--- src/rtl/sliding_window_pkg.sv ---
`default_nettype none
// ============================================================================
// Module   : sliding_window_pkg
// Purpose  : Shared helpers and types for the sliding_window stage.
// Revision : 1.0 - initial release
// ============================================================================
package sliding_window_pkg;

    localparam int DEFAULT_NUMBERS_AMOUNT = 10;
    localparam int DEFAULT_NUMBER_WIDTH   = 10;

    // Window vector in the default configuration; index 0 is the oldest sample.
    typedef logic [DEFAULT_NUMBERS_AMOUNT-1:0][DEFAULT_NUMBER_WIDTH-1:0] window_t;

    function automatic int cnt_width(input int value);
        return (value <= 2) ? 1 : $clog2(value);
    endfunction

endpackage : sliding_window_pkg
`default_nettype wire

--- src/rtl/sliding_window_if.sv ---
`default_nettype none
// ============================================================================
// Module   : sliding_window_if
// Purpose  : Sample-in / window-out handshake bundle of sliding_window.
//            SLIDING_WINDOW_LAST_EN adds last_i / last_o.
// Revision : 1.0 - initial release
// ============================================================================
interface sliding_window_if #(
    parameter int NUMBERS_AMOUNT = 10,
    parameter int NUMBER_WIDTH   = 10
);
    logic [NUMBER_WIDTH-1:0]                     data_i;
    logic                                        data_valid_i;
    logic                                        ready_o;
    logic [NUMBERS_AMOUNT-1:0][NUMBER_WIDTH-1:0] data_o;
    logic                                        data_valid_o;
    logic                                        ready_i;
`ifdef SLIDING_WINDOW_LAST_EN
    logic                                        last_i;
    logic                                        last_o;

    modport master (output data_i, data_valid_i, last_i, ready_i,
                    input  ready_o, data_o, data_valid_o, last_o);
    modport slave  (input  data_i, data_valid_i, last_i, ready_i,
                    output ready_o, data_o, data_valid_o, last_o);
`else
    modport master (output data_i, data_valid_i, ready_i,
                    input  ready_o, data_o, data_valid_o);
    modport slave  (input  data_i, data_valid_i, ready_i,
                    output ready_o, data_o, data_valid_o);
`endif
endinterface : sliding_window_if
`default_nettype wire

--- src/rtl/sliding_window_ctrl.sv ---
`default_nettype none
// ============================================================================
// Module   : sliding_window_ctrl
// Purpose  : Fill/stride counting, emit decision and output-valid register.
//            SLIDING_WINDOW_LAST_EN adds last_i / last_o handling.
// Revision : 1.0 - initial release
// ============================================================================
module sliding_window_ctrl
    import sliding_window_pkg::*;
#(
    parameter int NUMBERS_AMOUNT = 10,
    parameter int STRIDE         = 1
) (
    input  wire logic clk_i,
    input  wire logic rst_i,
    input  wire logic accept_i,
`ifdef SLIDING_WINDOW_LAST_EN
    input  wire logic last_i,
    output logic      last_o,
`endif
    input  wire logic ready_i,
    output logic      data_valid_o
);
    localparam int C_FILL_W   = cnt_width(NUMBERS_AMOUNT + 1);
    localparam int C_STRIDE_W = cnt_width(STRIDE);
    localparam logic [C_FILL_W-1:0]   C_FILL_FULL   = C_FILL_W'(NUMBERS_AMOUNT);
    localparam logic [C_STRIDE_W-1:0] C_STRIDE_LAST = C_STRIDE_W'(STRIDE - 1);

    logic [C_FILL_W-1:0]   fill_q,   fill_d;
    logic [C_STRIDE_W-1:0] stride_q, stride_d;
    logic                  valid_q,  valid_d;
    logic                  emit;
    logic                  hold;

    always_comb begin
        fill_d   = fill_q;
        stride_d = stride_q;
        emit     = 1'b0;
        hold     = valid_q && !ready_i;
        if (accept_i) begin
            // Stride only advances once the window was already full before this sample.
            if (fill_q == C_FILL_FULL) begin
                stride_d = (stride_q == C_STRIDE_LAST) ? '0 : stride_q + 1'b1;
                emit     = (stride_d == '0);
            end else begin
                fill_d = fill_q + 1'b1;
                emit   = (fill_d == C_FILL_FULL);
            end
`ifdef SLIDING_WINDOW_LAST_EN
            if (last_i) begin
                fill_d   = '0;
                stride_d = '0;
            end
`endif
        end
        valid_d = emit || hold;
    end

    always_ff @(posedge clk_i or posedge rst_i) begin
        if (rst_i) begin
            fill_q   <= '0;
            stride_q <= '0;
            valid_q  <= 1'b0;
        end else begin
            fill_q   <= fill_d;
            stride_q <= stride_d;
            valid_q  <= valid_d;
        end
    end

    assign data_valid_o = valid_q;

`ifdef SLIDING_WINDOW_LAST_EN
    logic last_q, last_d;

    always_comb begin
        last_d = 1'b0;
        if (emit) begin
            last_d = last_i;
        end else if (hold) begin
            last_d = last_q;
        end
    end

    always_ff @(posedge clk_i or posedge rst_i) begin
        if (rst_i) begin
            last_q <= 1'b0;
        end else begin
            last_q <= last_d;
        end
    end

    assign last_o = last_q;
`endif

endmodule : sliding_window_ctrl
`default_nettype wire

--- src/rtl/sliding_window.sv ---
`default_nettype none
// ============================================================================
// Module   : sliding_window
// Purpose  : Keeps the last NUMBERS_AMOUNT samples and emits them as a packed
//            window every STRIDE accepts. SLIDING_WINDOW_LAST_EN adds last tags.
// Revision : 1.0 - initial release
// ============================================================================
module sliding_window
    import sliding_window_pkg::*;
#(
    parameter int NUMBERS_AMOUNT = 10,
    parameter int NUMBER_WIDTH   = 10,
    parameter int STRIDE         = 1
) (
    input wire logic         clk_i,
    input wire logic         rst_i,
    sliding_window_if.slave  bus
);
    typedef logic [NUMBERS_AMOUNT-1:0][NUMBER_WIDTH-1:0] win_vec_t;

    win_vec_t window_q, window_d;
    logic     data_valid;
    logic     ready;
    logic     accept;

    // No skid buffer: a sample is taken only when the output slot frees this edge.
    assign ready         = !data_valid || bus.ready_i;
    assign accept        = bus.data_valid_i && ready;
    assign bus.ready_o      = ready;
    assign bus.data_valid_o = data_valid;
    assign bus.data_o       = window_q;

    always_comb begin
        window_d = window_q;
        if (accept) begin
            for (int k = 0; k < NUMBERS_AMOUNT - 1; k++) begin
                window_d[k] = window_q[k+1];
            end
            window_d[NUMBERS_AMOUNT-1] = bus.data_i;
        end
    end

    always_ff @(posedge clk_i or posedge rst_i) begin
        if (rst_i) begin
            window_q <= '0;
        end else begin
            window_q <= window_d;
        end
    end

    sliding_window_ctrl #(
        .NUMBERS_AMOUNT (NUMBERS_AMOUNT),
        .STRIDE         (STRIDE)
    ) u_ctrl (
        .clk_i        (clk_i),
        .rst_i        (rst_i),
        .accept_i     (accept),
`ifdef SLIDING_WINDOW_LAST_EN
        .last_i       (bus.last_i),
        .last_o       (bus.last_o),
`endif
        .ready_i      (bus.ready_i),
        .data_valid_o (data_valid)
    );

endmodule : sliding_window
`default_nettype wire
--- src/flat_wrapper.sv ---
// flat-port wrapper written by rule: the top's interface ports become plain ports
module sliding_window_flat import sliding_window_pkg::*;
#(
    parameter int NUMBERS_AMOUNT = 10,
    parameter int NUMBER_WIDTH   = 10,
    parameter int STRIDE         = 1
)
  (clk_i, rst_i, bus_data_i, bus_data_valid_i, bus_ready_i, bus_ready_o, bus_data_o, bus_data_valid_o);
  sliding_window_if #(.NUMBERS_AMOUNT(NUMBERS_AMOUNT), .NUMBER_WIDTH(NUMBER_WIDTH)) bus_i ();
  input wire logic clk_i;
  input wire logic rst_i;
  input wire logic [$bits(bus_i.data_i)-1:0] bus_data_i;
  input wire logic [$bits(bus_i.data_valid_i)-1:0] bus_data_valid_i;
  input wire logic [$bits(bus_i.ready_i)-1:0] bus_ready_i;
  output wire logic [$bits(bus_i.ready_o)-1:0] bus_ready_o;
  output wire logic [$bits(bus_i.data_o)-1:0] bus_data_o;
  output wire logic [$bits(bus_i.data_valid_o)-1:0] bus_data_valid_o;
  assign bus_i.data_i = bus_data_i;
  assign bus_i.data_valid_i = bus_data_valid_i;
  assign bus_i.ready_i = bus_ready_i;
  assign bus_ready_o = bus_i.ready_o;
  assign bus_data_o = bus_i.data_o;
  assign bus_data_valid_o = bus_i.data_valid_o;
  sliding_window #(.NUMBERS_AMOUNT(NUMBERS_AMOUNT), .NUMBER_WIDTH(NUMBER_WIDTH), .STRIDE(STRIDE)) u_core (.clk_i(clk_i), .rst_i(rst_i), .bus(bus_i));
endmodule
--- config.mk ---
export PLATFORM = sky130hd
export DESIGN_NAME = sliding_window_flat
export DESIGN_NICKNAME = d
export VERILOG_FILES = /design/src/rtl/sliding_window_pkg.sv /design/src/rtl/sliding_window_if.sv /design/src/rtl/sliding_window_ctrl.sv /design/src/rtl/sliding_window.sv /design/src/flat_wrapper.sv
export SDC_FILE = /design/constraint.sdc
export NUM_CORES = 1
export LEC_CHECK = 0
export CAP_MARGIN = 20
export CORE_ASPECT_RATIO = 0.7
export CORE_UTILIZATION = 53
export CTS_CLUSTER_DIAMETER = 50
export DETAILED_ROUTE_END_ITERATION = 12
export GPL_TIMING_DRIVEN = 0
export HOLD_SLACK_MARGIN = 0.12
export PLACE_DENSITY = 0.94
export RECOVER_POWER = 100
export SLEW_MARGIN = 10
export SYNTH_ARGS = -nofsm -noshare
export SYNTH_HDL_FRONTEND = slang
export SYNTH_SLANG_ARGS = --single-unit
--- constraint.sdc ---
create_clock -name clk_i -period 6.3 [get_ports clk_i]
set_clock_uncertainty 0.05 [all_clocks]
set_input_delay 0.945 -clock clk_i [delete_from_list [all_inputs] [get_ports clk_i]]
set_output_delay 0.945 -clock clk_i [all_outputs]
set_load 0.02 [all_outputs]
After elaboration in Yosys (flattened, before gate mapping)

Cells that the tools add are included.

Equality and inequality tests: 2
$add $sub $neg: 2
Reductions and logical operators: 8
Muxes and demuxes: 3
Bitwise gates (word level): 2

Operator list:

| cell                | count |
|---|---|
| $eq 4x4->1 const B  | 2 |
| $add 4x1->4 const B | 1 |
| $reduce_and 2->1    | 2 |
| $mux 1              | 3 |
| $logic_and 1x1->1   | 2 |
| $logic_not 1->1     | 2 |
| $logic_or 1x1->1    | 2 |
| $not 1->1           | 2 |
| $add 1x1->1 const B | 1 |

Logic and storage cells: 30
Register bits: 106

Logic depth before layout (Yosys ltp)

Depth in word-level cells: 6
Mapped depth: 5

By module

A second synthesis with hierarchy kept.

Cells, all modules: 247
Area total of the unflattened synthesis: 4,501.8 um^2

By module, submodules not included:

| module              | area an instance (um^2) | seq. area each (um^2) | cells each | instances |
|---|---|---|---|---|
| sliding_window      | 4,200.3                 | 2,502.4               | 215        | 1 |
| sliding_window_ctrl | 301.5                   | 125.1                 | 32         | 1 |

Least setup slack after synthesis

Ideal clock, no wire load.

Kind: in2out
Start point: input port bus_ready_i
End point: output port bus_ready_o
Data arrival time: 1.211 ns
Slack: 4.094 ns
Path buffers: 1
Stages on the path: 2
Path through: nand2b_4 > buf_8

Word-level cells in the longest chain between the ends: 1

RTL lines:

| item               | line                 | RTL |
|---|---|---|
| start: declaration | flat_wrapper.sv:14   | `input wire logic [$bits(bus_i.ready_i)-1:0] bus_ready_i;` |
| $logic_or 1x1->1   | sliding_window.sv:27 | `assign ready = !data_valid \|\| bus.ready_i;` |
| end: declaration   | flat_wrapper.sv:15   | `output wire logic [$bits(bus_i.ready_o)-1:0] bus_ready_o;` |

Every way passes these cells.

Final worst setup path

Same ends and word-level chain as after synthesis.

==> key figures <==
Outcome
  • Result of the run: finished, violations left
  • Violated checks: capacitance limit, slew limit

Critical path
  • CP arrival: 2500 ps
  • Most prevalent standard cell on the critical path: sky130_fd_sc_hd__dlygate4sd3_1
  • Slowest Stage Delay on Critical Path: ~720 ps
  • Slack of the worst reg-to-reg path: 4290 ps
  • Maximum fanout count along the critical path: 6
  • Reg2Reg Depth: 5
  • Kind of cell adding the most delay to the critical path: buffers and inverters
  • Startpoint type of the worst setup path: input port
  • Cell breakdown of the critical path: dlygate4sd3_1 > nand2b_1 > clkbuf_1 > dlygate4sd3_1
  • Start of the worst register-to-register path: u_core.u_ctrl.data_valid_o
  • Endpoint required time on the critical path: roughly 5300 ps
  • Capturing point of the worst reg2reg path: u_core.bus.data_o[84]
  • Category of the most critical setup path: in -> out
  • Crit path from: bus_ready_i
  • Count of buffer and inverter cells on the critical path: 3
  • Critical-path cell with the highest stage delay: sky130_fd_sc_hd__dlygate4sd3_1
  • Critical Path End Type: output port

Global routing
  • Routing usage on met2: 34.4%
  • Wire length of the first global-routing pass: 14,000 um
  • Largest net degree at the start of global routing: 62
  • Combined global-route utilization of all metal layers: roughly a fifth
  • Busiest layer in global routing: met2
  • Initial antenna violation count: 0
  • Vias in the first global route: between 2,000 and 3,000
  • Total congestion overflow: 0
  • Met1 Resource Use GR: around 26%
  • Fraction of met3 tracks used by global routing: 7.90%

Final layout
  • Commonest non-fill, non-tap cell in the layout: sky130_fd_sc_hd__dfrtp_1
  • Fill count: just over 600
  • Synth-to-layout area growth: 23.4%
  • Fin cells: 476
  • Most frequent cells in the layout: 105 x sky130_fd_sc_hd__dfrtp_1, 104 x sky130_fd_sc_hd__dlygate4sd3_1, 89 x sky130_fd_sc_hd__mux2_1
  • Antenna diodes: 0
  • Count of nets after finishing: 387
  • Share of cells above drive strength 1: 8.27%

Route
  • Number of optimization iterations in the first detailed-route pass: 4
  • Number of vias per cell: 5.11
  • Drt total wl: 8410 um
  • Vias after detailed routing: approximately 2,400
  • Remaining routing DRC violations: 0
  • Antenna-violating nets left: 0
  • Number of design-rule violations left by the first detailed-router iteration: 59
  • Average wire per cell in the routed design: 17.7 um

Timing
  • Slew of the pin with the lowest slew margin: 2640 ps
  • Setup Viol. Count Final: 0
  • Max Slew Vio Count: 61
  • Tcrit/Tclk final: 55.4%
  • Max-slew headroom at the worst pin: -76.7%
  • Final Hold Viols: 0
  • Setup repair after global routing missed its margin: false
  • Sum of negative setup slack: 0 ps
  • Final Hold Slack: 435 ps
  • Upper clock frequency limit: roughly 0.29 GHz
  • Minimum clock period after layout: 3490 ps
  • Worst setup margin: approximately 2800 ps

Floorplanning
  • Die H: 79.7 um
  • Floorplan Core Area: 8110 um^2
  • Total die area: 9000 um^2
  • Effective utilization at floorplan: 56.3%
  • I/O pin total: 116
  • Row cnt: 27
  • Die width: 113 um

Power
  • Leakage power: between 2 and 2.5 nW
  • Cell-internal power: 0.00199 W
  • Sw Share: 37.8%
  • Peak supply drop: around 0.27 mV
  • Sequential group share of total power: 39.2%
  • Pwr dens: roughly 570 nW/um^2
  • Switch Pwr: approximately 0.0012 W
  • Share of total power in combinational logic: 43.0%
  • Power consumption: ~0.0032 W
  • Share of power burned in the clock network: 17.8%

Logic synthesis
  • Library cells used by synthesis: 21
  • Area share of the leading cell type in the synthesized netlist: 57.5%
  • Mean cell area of the mapped netlist: roughly 19 um^2
  • Main area contributors after synthesis: sky130_fd_sc_hd__dfrtp_1 58%, sky130_fd_sc_hd__mux2_4 33%, sky130_fd_sc_hd__buf_12 4.4%
  • Cells after Synth: 244
  • Flops & latches, synth: 105
  • Number of synthesis warnings: 0
  • Net count after synthesis: 261
  • Post-Syn Area: 4570 um^2
  • Register area share after synthesis: 57.5%
  • Cell taking the most area after synthesis: sky130_fd_sc_hd__dfrtp_1

Placement
  • HPWL after DPL: 6050 um
  • Number of port buffers: 114
  • Number of placed instances with taps included: 460
  • Placer's final routability congestion estimate: 0.712
  • Setup slack after placement: 3070 ps

Clocking
  • Number of buffers between clock root and the deepest sink: 2
  • Clk Latency, worst-skew pair: approximately 330 ps
  • TritonCTS Buffers: 9
  • Clock Pin Slew Worst Setup and Hold Paths: 70 ps
  • Cell chosen for the clock root: sky130_fd_sc_hd__clkbuf_16
  • Resized cells post-CTS: 0
  • Number of hold buffers added after CTS: 0
  • TritonCTS sink count: 105
  • Number of H-tree levels: 3
  • TritonCTS clock tree: built
  • Post-CTS setup buffer count: 0

Min path
  • Cell count of the worst hold path: 1
  • Launch instance of the worst min-delay path: u_core.bus.data_o[6]
  • Type of the worst min-delay path: reg -> reg
  • End point of the most critical hold path: u_core.bus.data_o[6]

Flow run
  • # Max-Cap Violations: 1
-- power groups by stage --
stage	sequential, W	combinational [W]	clock [W]
2_1_floorplan	0.00161	0.000693	0
3_3_place_gp	0.00128	0.00175	0
3_5_place_dp	0.00130	0.00179	0
4_1_cts	0.00130	0.00181	0.000582
5_1_grt	0.00131	0.00146	0.000616
6_report	0.00125	0.00137	0.000569
-- worst max path at each step --
| stage | endpoint | cells past startpoint |
|---|---|---|
| 6_report | bus_ready_o | 4 |
| 3_3_place_gp | u_core.bus.data_o[8] | 2 |
| 3_5_place_dp | bus_ready_o | 4 |
| 4_1_cts | bus_ready_o | 4 |
| 5_1_grt | bus_ready_o | 4 |
| 2_1_floorplan | u_core.bus.data_o[0] | 1 |
-- cell usage after synthesis (all sizes together) --
cell type and number:
and2 1, o22a 1, xnor2 2, nor2 1
o211ai 1, ha 3, a21oi 2, nand3 3
nand4b 1, nand2b 1, and3 1, mux2i 1
mux2 101, o221ai 1, dfrtp 105, buf 12
inv 4, nand2 3
-- final cells by class --
class	instances	area (um^2)	share of cell area, %
Buffer	12	56.3	0.999
Clock buffer	10	239	4.24
Clock inverter	6	72.6	1.29
Inverter	4	16.3	0.289
Multi-Input combinational cell	123	1340	23.7
Sequential cell	105	2630	46.6
Tap cell	101	126	2.24
Timing Repair Buffer	115	1160	20.6
-- cell families after synthesis --
logic type | count (synthesis) | synth area share [%]
simple gates | 11 | 1.78
compound gates | 5 | 0.767
fa+ha+maj | 3 | 0.822
mux | 102 | 33.3
buf+inv | 16 | 5.37
xor+xnor | 2 | 0.384
flops | 105 | 57.5
-- per-stage QoR --
stage          instance area [um^2]  util [%]
5_1_grt                        5640      69.5
4_1_cts                        6170      76.1
3_5_place_dp                   5860      72.2
3_3_place_gp                   5830      72.0
2_1_floorplan                  4570         -
6_report                       5640      69.5
-- sequential cells by signal (all words and copies together), names as in the netlist --
name and flops:
u_core.u_ctrl.data_valid_o 1, u_core.bus.data_o 100, u_core.u_ctrl.fill_q 4
-- layer usage --
metal	vias up	wire length, um	part of all wire (%)
li1	1113	-	-
met1	1228	3740	45
met2	88	4040	48
met3	2	597	7.1
met4	0	24	0.29
met5	-	0	0
No activity file was read; power rests on OpenSTA's default activity.
==> variant: new RTL, same flow settings <==
`NUMBER_WIDTH` is set to 10 in 3 places; all go to 5.
--- a/src/rtl/sliding_window_if.sv
+++ b/src/rtl/sliding_window_if.sv
@@ -7,7 +7,7 @@
 // ============================================================================
 interface sliding_window_if #(
     parameter int NUMBERS_AMOUNT = 10,
-    parameter int NUMBER_WIDTH   = 10
+    parameter int NUMBER_WIDTH   = 5
 );
     logic [NUMBER_WIDTH-1:0]                     data_i;
     logic                                        data_valid_i;
--- a/src/rtl/sliding_window.sv
+++ b/src/rtl/sliding_window.sv
@@ -9,7 +9,7 @@
     import sliding_window_pkg::*;
 #(
     parameter int NUMBERS_AMOUNT = 10,
-    parameter int NUMBER_WIDTH   = 10,
+    parameter int NUMBER_WIDTH   = 5,
     parameter int STRIDE         = 1
 ) (
     input wire logic         clk_i,
--- a/src/flat_wrapper.sv
+++ b/src/flat_wrapper.sv
@@ -2,7 +2,7 @@
 module sliding_window_flat import sliding_window_pkg::*;
 #(
     parameter int NUMBERS_AMOUNT = 10,
-    parameter int NUMBER_WIDTH   = 10,
+    parameter int NUMBER_WIDTH   = 5,
     parameter int STRIDE         = 1
 )
   (clk_i, rst_i, bus_data_i, bus_data_valid_i, bus_ready_i, bus_ready_o, bus_data_o, bus_data_valid_o);
Ports: changed (resized bus_data_i and bus_data_o); port bits go from 116 to 61. No check against the original RTL was run, so the function may have changed too.
==> variant against the original RTL <==
The flow still finishes with violations (max-capacitance violations, max-slew violations); design area fell by 47%; wire length down 47%; synthesized area decreased by 48%; sequential cell count shrank 50; clock power down 53%; power is 48% lower; via count shrank 44%; core utilization grew 2.7 points; sequential share of layout area down 0.31 points; first-iteration DRC count down 75%; worst setup slack worse by 0.023 ns.
==> variant: results <==
[cells_and_area]
largest_reg_flops = 50
bufAreaShareNonClock_pct = 21.0
drive_above_1_share_pct = 7.32
clk_share_pct = 4.46
nNetsFinal = 216
sh_seq_area_pct = 46.3
nFillCells = 292
multi_input_area_um2 = 759
fin_util_pct = 72.3
clkbuf_count = 6
multi_input_cells = 72
multi_input_area_share_pct = 25.6
buffers = 66

[placed_design]
portBuffers = 60
placed_area_um2 = 3060
post-dp-hpwl_mm = 3.21
gp_congestion = 0.690

[global_routing]
grt_max_degree = 43
grt_pass1_wl_mm = 7.33
grt_use_total_pct = 20.9

[synthesis]
synth_top_flop_cell = dfrtp_1
muxShareOfSynthArea_pct = 32.5
synth_seq_area_share_pct = 58.0
yosys.area_share.xor_xnor_pct = 0.738
yosysWarnings = 0
syn_nets = 148
synth-compound-area-share_pct = 1.79
synthAdderAreaFrac_pct = 1.58
synth-seq-cells = 55
netlist_area_um2 = 2370
synthTopCellsByArea = dfrtp_1, mux2_4, buf_6
ys_top_cells_by_count = dfrtp_1, mux2_4, buf_6
yosys.cell_types.count = 20

[clocking]
clk_pin_slew_worst_paths_ns = 0.09
cts_buffers = 5
cts_root_buffer = clkbuf_8
clock_path_buffers = 2
cts-htree-levels = 2
clk_latency_ns = 0.31

[timing]
slew_headroom_pct = -43.4
finalMaxSlewViolations = 43

[worst_hold_path]
hold_path_depth = 1

[run_status]
status = finished, violations left
violations = max-capacitance violations, max-slew violations

[flow_run]
drv_cap = 1

[routing]
drtIter0Drc = 15
routed_wl_mm = 4.49
vias = 1367

[pwr]
sw_frac_of_total_pct = 37.4
ir_worst_vdd_mv = 0.324
p_leak_uw = 0.00131

[worst_setup_path]
worstRegToRegCells = 4
cp_max_fo = 42
crit_arrival_ns = 3.45
-- variant: changes by cell type in the layout (fill, tap and decap cells not counted), sizes merged, moves of 4 or more --
cell	delta
mux2	-50
clkdlybuf4s50	-4
clkbuf	-9
dfrtp	-50
dlygate4sd3	-50
-- variant: power by group through the flow --
| stage | sequential [uW] | combinational [uW] | clock (uW) |
|---|---|---|---|
| global route | 687 | 772 | 287 |
| floorplan | 842 | 359 | 0 |
| finish | 664 | 724 | 268 |
| CTS | 684 | 925 | 273 |
| global placement | 663 | 899 | 0 |
| detailed placement | 687 | 924 | 0 |
-- variant: stage by stage --
stage / total power, uW / std cells / setup WS [ns] / hold slack [ns]
after floorplan: 1200 / 136 / 3.96 / 0.448
after global placement: 1560 / 248 / 3.11 / 0.443
after detailed placement: 1610 / 249 / 3.12 / 0.452
after CTS: 1880 / 257 / 3.12 / 0.481
after global routing: 1750 / 257 / 2.15 / 0.481
final: 1660 / 257 / 2.78 / 0.455
-- variant: final timing paths --
path / start / end / slack (ns)
min reg2reg: u_core.bus.data_o[0] / u_core.bus.data_o[0] / 0.46
min in group asynchronous: rst_i / u_core.bus.data_o[2] / 1.05
min: u_core.bus.data_o[0] / u_core.bus.data_o[0] / 0.46
max reg2reg: u_core.u_ctrl.data_valid_o / u_core.bus.data_o[5] / 4.54
max: rst_i / u_core.bus.data_o[21] / 2.78
max in group clk_i: bus_ready_i / bus_ready_o / 3.05
-- variant: layer usage --
metal | global-route usage (%) | up-vias | wire, um
li1 | - | 609 | -
met2 | 32.7 | 51 | 2090
met3 | 6.46 | 7 | 293
met4 | 5.26 | 0 | 56
met1 | 28.5 | 700 | 2050
met5 | 0 | - | 0
-- variant: worst max-delay path, stage by stage --
cell	delay, ns
dlygate4sd3_1	0.53
inv_1	0.38
clkbuf_1	1.59
